**config.mk**
```make
export PLATFORM = sky130hd
export DESIGN_NAME = tap_controller_flat
export DESIGN_NICKNAME = d
export VERILOG_FILES = /design/src/rtl/tap_controller_if.sv /design/src/rtl/tap_controller.sv /design/src/flat_wrapper.sv
export SDC_FILE = /design/constraint.sdc
export NUM_CORES = 1
export LEC_CHECK = 0
export ABC_AREA = 1
export BUFFER_PORTS_ARGS = -buffer_cell sky130_fd_sc_hd__buf_2
export CORE_ASPECT_RATIO = 2
export CORE_MARGIN = 3
export CORE_UTILIZATION = 60
export CTS_BUF_LIST = sky130_fd_sc_hd__clkbuf_16
export CTS_CLUSTER_SIZE = 24
export DETAILED_ROUTE_END_ITERATION = 6
export PLACE_DENSITY = 0.88
export SYNTH_ARGS = -nofsm -noshare
export SYNTH_HDL_FRONTEND = slang
export SYNTH_SLANG_ARGS = --single-unit
export TNS_END_PERCENT = 20
```
**constraint.sdc**
```tcl
create_clock -name TCK -period 3.8 [get_ports TCK]
set_input_delay 0.19 -clock TCK [delete_from_list [all_inputs] [get_ports TCK]]
set_output_delay 0.19 -clock TCK [all_outputs]
set_load 0.02 [all_outputs]
```
**src/rtl/tap_controller_if.sv**
```systemverilog
// Serial scan and boundary-chain signal bundle between the TAP controller and the test host.
// The controller takes the slave modport; the host and boundary chain take the master modport.
interface tap_controller_if #(
  parameter int unsigned IR_WIDTH = 4
);
  logic                TMS;
  logic                TDI;
  logic                TDO;
  logic                TDO_EN;
  logic                BSR_TDO;
  logic                BSR_CLOCK;
  logic                BSR_UPDATE;
  logic                MODE_SHIFT_LOAD;
  logic                MODE_TEST_NORMAL;
  logic [3:0]          TAP_STATE;
  logic [IR_WIDTH-1:0] IR_VALUE;

  modport master (
    output TMS, TDI, BSR_TDO,
    input  TDO, TDO_EN, BSR_CLOCK, BSR_UPDATE, MODE_SHIFT_LOAD,
    input  MODE_TEST_NORMAL, TAP_STATE, IR_VALUE
  );

  modport slave (
    input  TMS, TDI, BSR_TDO,
    output TDO, TDO_EN, BSR_CLOCK, BSR_UPDATE, MODE_SHIFT_LOAD,
    output MODE_TEST_NORMAL, TAP_STATE, IR_VALUE
  );
endinterface

```
**src/rtl/tap_controller.sv**
```systemverilog
// 1149.1 TAP controller: 16-state FSM, IR/bypass/IDCODE registers and boundary-chain strobes.
// The boundary-chain strobes are gated by TCK low, so the chain sees rising edges at mid-cycle.
module tap_controller #(
  parameter int unsigned         IR_WIDTH     = 4,
  parameter logic [31:0]         IDCODE_VALUE = 32'h1000_0001,
  parameter logic [IR_WIDTH-1:0] OP_EXTEST    = IR_WIDTH'(4'b0000),
  parameter logic [IR_WIDTH-1:0] OP_SAMPLE    = IR_WIDTH'(4'b0010),
  parameter logic [IR_WIDTH-1:0] OP_IDCODE    = IR_WIDTH'(4'b0011),
  parameter logic [IR_WIDTH-1:0] OP_BYPASS    = IR_WIDTH'(4'b1111)
) (
  input  logic             TCK,
  input  logic             TRST_N,
  tap_controller_if.slave  tap
);

  localparam int unsigned ID_WIDTH = 32;

  typedef enum logic [3:0] {
    ST_EX2_DR = 4'h0,
    ST_EX1_DR = 4'h1,
    ST_SH_DR  = 4'h2,
    ST_PAU_DR = 4'h3,
    ST_SEL_IR = 4'h4,
    ST_UPD_DR = 4'h5,
    ST_CAP_DR = 4'h6,
    ST_SEL_DR = 4'h7,
    ST_EX2_IR = 4'h8,
    ST_EX1_IR = 4'h9,
    ST_SH_IR  = 4'hA,
    ST_PAU_IR = 4'hB,
    ST_RTI    = 4'hC,
    ST_UPD_IR = 4'hD,
    ST_CAP_IR = 4'hE,
    ST_TLR    = 4'hF
  } tap_state_e;

  typedef enum logic [1:0] {
    DR_BYPASS,
    DR_IDCODE,
    DR_BSR
  } dr_sel_e;

  tap_state_e           state_q, state_d;
  logic [IR_WIDTH-1:0]  ir_shift_q, ir_shift_d;
  logic [IR_WIDTH-1:0]  ir_value_q, ir_value_d;
  logic                 bypass_q, bypass_d;
  logic [ID_WIDTH-1:0]  id_shift_q, id_shift_d;
  logic                 bsr_clk_en_q, bsr_clk_en_d;
  logic                 upd_en_q, upd_en_d;
  dr_sel_e              dr_sel;
  logic                 tdo_c;

  // Data-register selection follows the active instruction; undefined opcodes fall to bypass.
  always_comb begin
    dr_sel = DR_BYPASS;
    if ((ir_value_q == OP_EXTEST) || (ir_value_q == OP_SAMPLE)) begin
      dr_sel = DR_BSR;
    end else if (ir_value_q == OP_IDCODE) begin
      dr_sel = DR_IDCODE;
    end else if (ir_value_q == OP_BYPASS) begin
      dr_sel = DR_BYPASS;
    end
  end

  always_ff @(posedge TCK) begin
    if (!TRST_N) begin
      state_q      <= ST_TLR;
      ir_shift_q   <= '0;
      ir_value_q   <= OP_IDCODE;
      bypass_q     <= 1'b0;
      id_shift_q   <= '0;
      bsr_clk_en_q <= 1'b0;
      upd_en_q     <= 1'b0;
    end else begin
      state_q      <= state_d;
      ir_shift_q   <= ir_shift_d;
      ir_value_q   <= ir_value_d;
      bypass_q     <= bypass_d;
      id_shift_q   <= id_shift_d;
      bsr_clk_en_q <= bsr_clk_en_d;
      upd_en_q     <= upd_en_d;
    end
  end

  always_comb begin
    state_d      = state_q;
    ir_shift_d   = ir_shift_q;
    ir_value_d   = ir_value_q;
    bypass_d     = bypass_q;
    id_shift_d   = id_shift_q;
    bsr_clk_en_d = 1'b0;
    upd_en_d     = 1'b0;

    case (state_q)
      ST_TLR:    state_d = tap.TMS ? ST_TLR    : ST_RTI;
      ST_RTI:    state_d = tap.TMS ? ST_SEL_DR : ST_RTI;
      ST_SEL_DR: state_d = tap.TMS ? ST_SEL_IR : ST_CAP_DR;
      ST_CAP_DR: state_d = tap.TMS ? ST_EX1_DR : ST_SH_DR;
      ST_SH_DR:  state_d = tap.TMS ? ST_EX1_DR : ST_SH_DR;
      ST_EX1_DR: state_d = tap.TMS ? ST_UPD_DR : ST_PAU_DR;
      ST_PAU_DR: state_d = tap.TMS ? ST_EX2_DR : ST_PAU_DR;
      ST_EX2_DR: state_d = tap.TMS ? ST_UPD_DR : ST_SH_DR;
      ST_UPD_DR: state_d = tap.TMS ? ST_SEL_DR : ST_RTI;
      ST_SEL_IR: state_d = tap.TMS ? ST_TLR    : ST_CAP_IR;
      ST_CAP_IR: state_d = tap.TMS ? ST_EX1_IR : ST_SH_IR;
      ST_SH_IR:  state_d = tap.TMS ? ST_EX1_IR : ST_SH_IR;
      ST_EX1_IR: state_d = tap.TMS ? ST_UPD_IR : ST_PAU_IR;
      ST_PAU_IR: state_d = tap.TMS ? ST_EX2_IR : ST_PAU_IR;
      ST_EX2_IR: state_d = tap.TMS ? ST_UPD_IR : ST_SH_IR;
      ST_UPD_IR: state_d = tap.TMS ? ST_SEL_DR : ST_RTI;
      default:   state_d = ST_TLR;
    endcase

    // Register actions take effect on the edge that leaves the named state.
    case (state_q)
      ST_CAP_IR: ir_shift_d = IR_WIDTH'(2'b01);
      ST_SH_IR:  ir_shift_d = {tap.TDI, ir_shift_q[IR_WIDTH-1:1]};
      ST_UPD_IR: ir_value_d = ir_shift_q;
      ST_CAP_DR: begin
        bypass_d   = 1'b0;
        id_shift_d = IDCODE_VALUE;
      end
      ST_SH_DR: begin
        case (dr_sel)
          DR_BYPASS: bypass_d   = tap.TDI;
          DR_IDCODE: id_shift_d = {tap.TDI, id_shift_q[ID_WIDTH-1:1]};
          default:   ;
        endcase
      end
      default: ;
    endcase

    // Forcing on entry keeps IR_VALUE at IDCODE for every cycle spent in TLR.
    if (state_d == ST_TLR) begin
      ir_value_d = OP_IDCODE;
    end

    bsr_clk_en_d = (dr_sel == DR_BSR) && ((state_d == ST_CAP_DR) || (state_d == ST_SH_DR));
    upd_en_d     = (dr_sel == DR_BSR) && (state_d == ST_UPD_DR);
  end

  always_comb begin
    tdo_c = 1'b0;
    if (state_q == ST_SH_IR) begin
      tdo_c = ir_shift_q[0];
    end else if (state_q == ST_SH_DR) begin
      case (dr_sel)
        DR_BSR:    tdo_c = tap.BSR_TDO;
        DR_IDCODE: tdo_c = id_shift_q[0];
        default:   tdo_c = bypass_q;
      endcase
    end
  end

  // Enables only move on posedge while ~TCK is low, so the gated strobes cannot glitch.
  assign tap.BSR_CLOCK        = ~TCK & bsr_clk_en_q;
  assign tap.BSR_UPDATE       = ~TCK & upd_en_q;
  assign tap.TDO              = tdo_c;
  assign tap.TDO_EN           = (state_q == ST_SH_IR) || (state_q == ST_SH_DR);
  assign tap.MODE_SHIFT_LOAD  = (state_q == ST_CAP_DR);
  assign tap.MODE_TEST_NORMAL = (ir_value_q != OP_EXTEST);
  assign tap.TAP_STATE        = state_q;
  assign tap.IR_VALUE         = ir_value_q;

endmodule

```
**src/flat_wrapper.sv**
```systemverilog
// flat-port wrapper written by rule: the top's interface ports become plain ports
module tap_controller_flat 
#(
  parameter int unsigned         IR_WIDTH     = 4,
  parameter logic [31:0]         IDCODE_VALUE = 32'h1000_0001,
  parameter logic [IR_WIDTH-1:0] OP_EXTEST    = IR_WIDTH'(4'b0000),
  parameter logic [IR_WIDTH-1:0] OP_SAMPLE    = IR_WIDTH'(4'b0010),
  parameter logic [IR_WIDTH-1:0] OP_IDCODE    = IR_WIDTH'(4'b0011),
  parameter logic [IR_WIDTH-1:0] OP_BYPASS    = IR_WIDTH'(4'b1111)
)
  (TCK, TRST_N, tap_TMS, tap_TDI, tap_BSR_TDO, tap_TDO, tap_TDO_EN, tap_BSR_CLOCK, tap_BSR_UPDATE, tap_MODE_SHIFT_LOAD, tap_MODE_TEST_NORMAL, tap_TAP_STATE, tap_IR_VALUE);
  tap_controller_if #(.IR_WIDTH(IR_WIDTH)) tap_i ();
  input  logic TCK;
  input  logic TRST_N;
  input wire logic [$bits(tap_i.TMS)-1:0] tap_TMS;
  input wire logic [$bits(tap_i.TDI)-1:0] tap_TDI;
  input wire logic [$bits(tap_i.BSR_TDO)-1:0] tap_BSR_TDO;
  output wire logic [$bits(tap_i.TDO)-1:0] tap_TDO;
  output wire logic [$bits(tap_i.TDO_EN)-1:0] tap_TDO_EN;
  output wire logic [$bits(tap_i.BSR_CLOCK)-1:0] tap_BSR_CLOCK;
  output wire logic [$bits(tap_i.BSR_UPDATE)-1:0] tap_BSR_UPDATE;
  output wire logic [$bits(tap_i.MODE_SHIFT_LOAD)-1:0] tap_MODE_SHIFT_LOAD;
  output wire logic [$bits(tap_i.MODE_TEST_NORMAL)-1:0] tap_MODE_TEST_NORMAL;
  output wire logic [$bits(tap_i.TAP_STATE)-1:0] tap_TAP_STATE;
  output wire logic [$bits(tap_i.IR_VALUE)-1:0] tap_IR_VALUE;
  assign tap_i.TMS = tap_TMS;
  assign tap_i.TDI = tap_TDI;
  assign tap_i.BSR_TDO = tap_BSR_TDO;
  assign tap_TDO = tap_i.TDO;
  assign tap_TDO_EN = tap_i.TDO_EN;
  assign tap_BSR_CLOCK = tap_i.BSR_CLOCK;
  assign tap_BSR_UPDATE = tap_i.BSR_UPDATE;
  assign tap_MODE_SHIFT_LOAD = tap_i.MODE_SHIFT_LOAD;
  assign tap_MODE_TEST_NORMAL = tap_i.MODE_TEST_NORMAL;
  assign tap_TAP_STATE = tap_i.TAP_STATE;
  assign tap_IR_VALUE = tap_i.IR_VALUE;
  tap_controller #(.IR_WIDTH(IR_WIDTH), .IDCODE_VALUE(IDCODE_VALUE), .OP_EXTEST(OP_EXTEST), .OP_SAMPLE(OP_SAMPLE), .OP_IDCODE(OP_IDCODE), .OP_BYPASS(OP_BYPASS)) u_core (.TCK(TCK), .TRST_N(TRST_N), .tap(tap_i));
endmodule
```
==> flow_metrics.py <==
metrics = {
    "layout": {
        "nets": 293,
        "n_antenna_cell": 0,
        "regArea_sq_um": 940.9,
        "syn_to_final_growth_pct": 14.96,
        "drive_gt1_share_pct": 18.69,
        "multiInputGateArea_sq_um": 920.9,
        "nFillCells": 246,
    },
    "power_and_ir_drop": {
        "internal_power_w": 0.001252,
        "p_per_area_nw_per_um2": 740.3,
        "power.net_switching_w": 0.0005208,
        "sw_frac_of_total_pct": 29.38,
        "p_clk_share_pct": 42.8,
        "seqPwrFrac_pct": 36.3,
        "combPwrFrac_pct": 20.9,
        "p_leak_nw": 1.075,
        "peakVddDrop_mv": 0.5822,
        "total_power_w": 0.001773,
    },
    "floorplan": {
        "die_area_sq_um": 4258,
        "start_util_pct": 63.79,
        "rows": 29,
        "design.core.area_sq_um": 3266,
        "ios": 19,
        "fp.dieW_um": 47.67,
        "die_h_um": 89.33,
    },
    "routing": {
        "post_drt_wl_per_cell_um": 13.53,
        "ant_nets": 0,
        "vias_per_cell": 5.638,
        "wirelength_um": 4331,
        "drt_iter0_markers": 41,
        "drc_errors": 0,
        "drtPass1Iterations": 4,
        "vias": 1804,
    },
    "clock_tree": {
        "postCtsSetupRepairBufs": 0,
        "clkTransAtPathRegs_ps": 60,
        "cts_tree": "yes",
        "cts_resized": 0,
        "cts-hold-fix-buffers": 0,
        "clk_latency_ps": 400,
    },
    "critical_path": {
        "slowest_stage": "buf_2",
        "crit_top_cell": "clkbuf_16",
        "worstSetupPathType": "clock port to output port",
        "crit_fanout": 2,
        "path_cells": "clkbuf_16, clkbuf_16, nor2_1, buf_2",
        "start_kind": "clock port",
        "critPathBufInv": 3,
        "cp_top_family": "buffers and inverters",
        "cp_slowest_stage_delay_ps": 170,
        "cp.arrival_ps": 2430,
        "cp.required_ps": 3610,
        "crit_path_end_kind": "output port",
    },
    "yosys": {
        "synth_top_area_cell": "dfxtp_1",
        "synth_top_area_share_pct": 45.17,
        "syn-num-nets": 277,
        "syn_inst": 272,
        "synth_edf_count": 0,
        "avgSynthCellArea_sq_um": 7.659,
        "syn_area_sq_um": 2083,
        "seq_area_frac_synth_pct": 45.17,
        "yosysUniqueCellTypes": 26,
        "synth_ff_type": "dfxtp_1",
        "synth_commonest_cells": "nor2_1 (50), dfxtp_1 (47), o21ai_0 (35), nand2_1 (31), inv_1 (24)",
        "synth_most_common_cell": "nor2_1",
        "yosys_warnings": 0,
        "ys_top_cells_by_area": "dfxtp_1 (45%), nor2_1 (9.0%), o21ai_0 (8.4%), nand2_1 (5.6%), a21oi_1 (5.5%)",
        "ys_seq_elements": 47,
        "async_reset_ff_share_pct": 0,
    },
    "timing": {
        "slew_viol_final": 0,
        "whs_ps": 56.00,
        "timing.slew.headroom_pct": 63.51,
        "worst_pin_slew_ps": 547.3,
        "layout_setup_ws_ps": 1180,
        "clock_skew_ps": 7.853,
        "hold_violations": 0,
        "rsz0062_at_grt": "false",
        "setup_viol": 0,
        "setup-tns-final_ps": 0,
    },
    "global_route": {
        "grtUsageTotal_pct": 23.56,
        "antenna_found_initial": 0,
        "grt_max_degree": 38,
        "grt_pass1_vias": 1634,
        "globalRouteOverflowTotal": 0,
        "grt_pass1_wl_um": 6969,
    },
    "place": {
        "dp_hpwl_um": 2713,
        "port_buffers": 18,
        "detailedPlace.worstSlack_ps": 1486,
        "gp_congestion": 0.7753,
    },
    "worst_hold_path": {
        "hold_path.class": "input pin to flip-flop",
    },
    "status": {
        "status": "finished clean",
    },
    "job": {
        "maxCapViolCount": 0,
    },
}
## per-stage QoR
stage	cells	cell area (sq um)	utilization, %
after floorplan	272	2083	-
after global placement	308	2106	64.48
after detailed placement	308	2106	64.48
after CTS	320	2395	73.33
after global routing	320	2395	73.33
final	320	2395	73.33
## sequential cells by signal, indices dropped and copies added (netlist names)
| name | count |
|---|---|
| u_core.bsr_clk_en_q | 1 |
| u_core.bypass_q | 1 |
| u_core.id_shift_q | 32 |
| u_core.ir_shift_q | 4 |
| u_core.tap.IR_VALUE | 4 |
| u_core.tap.TAP_STATE | 4 |
| u_core.upd_en_q | 1 |
## power groups by stage
| stage | sequential (W) | clock (W) | combinational (W) |
|---|---|---|---|
| 2_1_floorplan | 0.000646 | 0.000000782 | 0.000308 |
| 3_3_place_gp | 0.000649 | 0.00000104 | 0.000352 |
| 3_5_place_dp | 0.000651 | 0.00000103 | 0.000357 |
| 4_1_cts | 0.000642 | 0.000770 | 0.000369 |
| 5_1_grt | 0.000654 | 0.000800 | 0.000421 |
| 6_report | 0.000644 | 0.000758 | 0.000371 |
## layout by cell type (no fill, tap or decap)
cell	n
nand3_1	12
inv_2	2
o21ai_0	35
nor3_1	2
o21ai_1	4
bufinv_16	2
a21oi_2	11
nand2_8	1
nor2_2	4
nor2_1	50
clkbuf_16	9
buf_2	18
mux2i_1	1
nand4_1	3
a21oi_1	23
inv_6	1
o31ai_1	1
clkinv_4	1
o211ai_1	1
nand2_1	31
nor2_4	1
nand2_4	3
dfxtp_1	47
nand2_2	1
inv_1	25
## final cells by class
| class | instances | share of cell area [%] |
|---|---|---|
| multi-input cells | 184 | 38.45 |
| repair buffers | 16 | 3.344 |
| well taps | 31 | 1.620 |
| flip-flops and latches | 47 | 39.29 |
| clock buffers | 11 | 9.822 |
| inverters | 28 | 4.807 |
| clock inverters | 3 | 2.665 |
## metal layers
layer  global-route usage, %  vias to the layer above  share of wire [%]
li1                        -                      915                  -
met3                   8.468                       13                5.0
met1                   24.84                      816                 38
met2                   37.16                       60                 54
met4                   16.18                        0                3.2
met5                       0                        -                  0
## path summary, 6_finish.rpt
| kind | start | endpoint | slack [ps] | depth (start not counted) |
|---|---|---|---|---|
| worst min-delay path | tap_TDI | u_core.ir_shift_q[3]$_SDFFE_PN0N_ | 60 | 3 |
| worst min register to register | u_core.id_shift_q[0]$_SDFFE_PN0P_ | u_core.id_shift_q[0]$_SDFFE_PN0P_ | 460 | 2 |
| worst max register to register | u_core.tap.TAP_STATE[3]$_SDFF_PN1_ | u_core.bsr_clk_en_q$_SDFF_PN0_ | 2240 | 6 |
| worst max-delay path | TCK | tap_BSR_UPDATE | 1180 | 4 |
## worst min-delay path: stages
cell,delay [ps]
buf_2,110
nand2_1,50
a21oi_1,50
## logic make-up (layout without fill, tap and decap cells)
logic type / count (synthesis) / in the layout / synth area share [%]
AO/OA/AOI/OAI: 75 / 75 / 20.24
buffers and inverters: 41 / 58 / 10.63
multiplexers: 1 / 1 / 0.4805
AND/OR/NAND/NOR: 108 / 108 / 23.48
flip-flops: 47 / 47 / 45.17
Power figures use the tool's default switching activity.
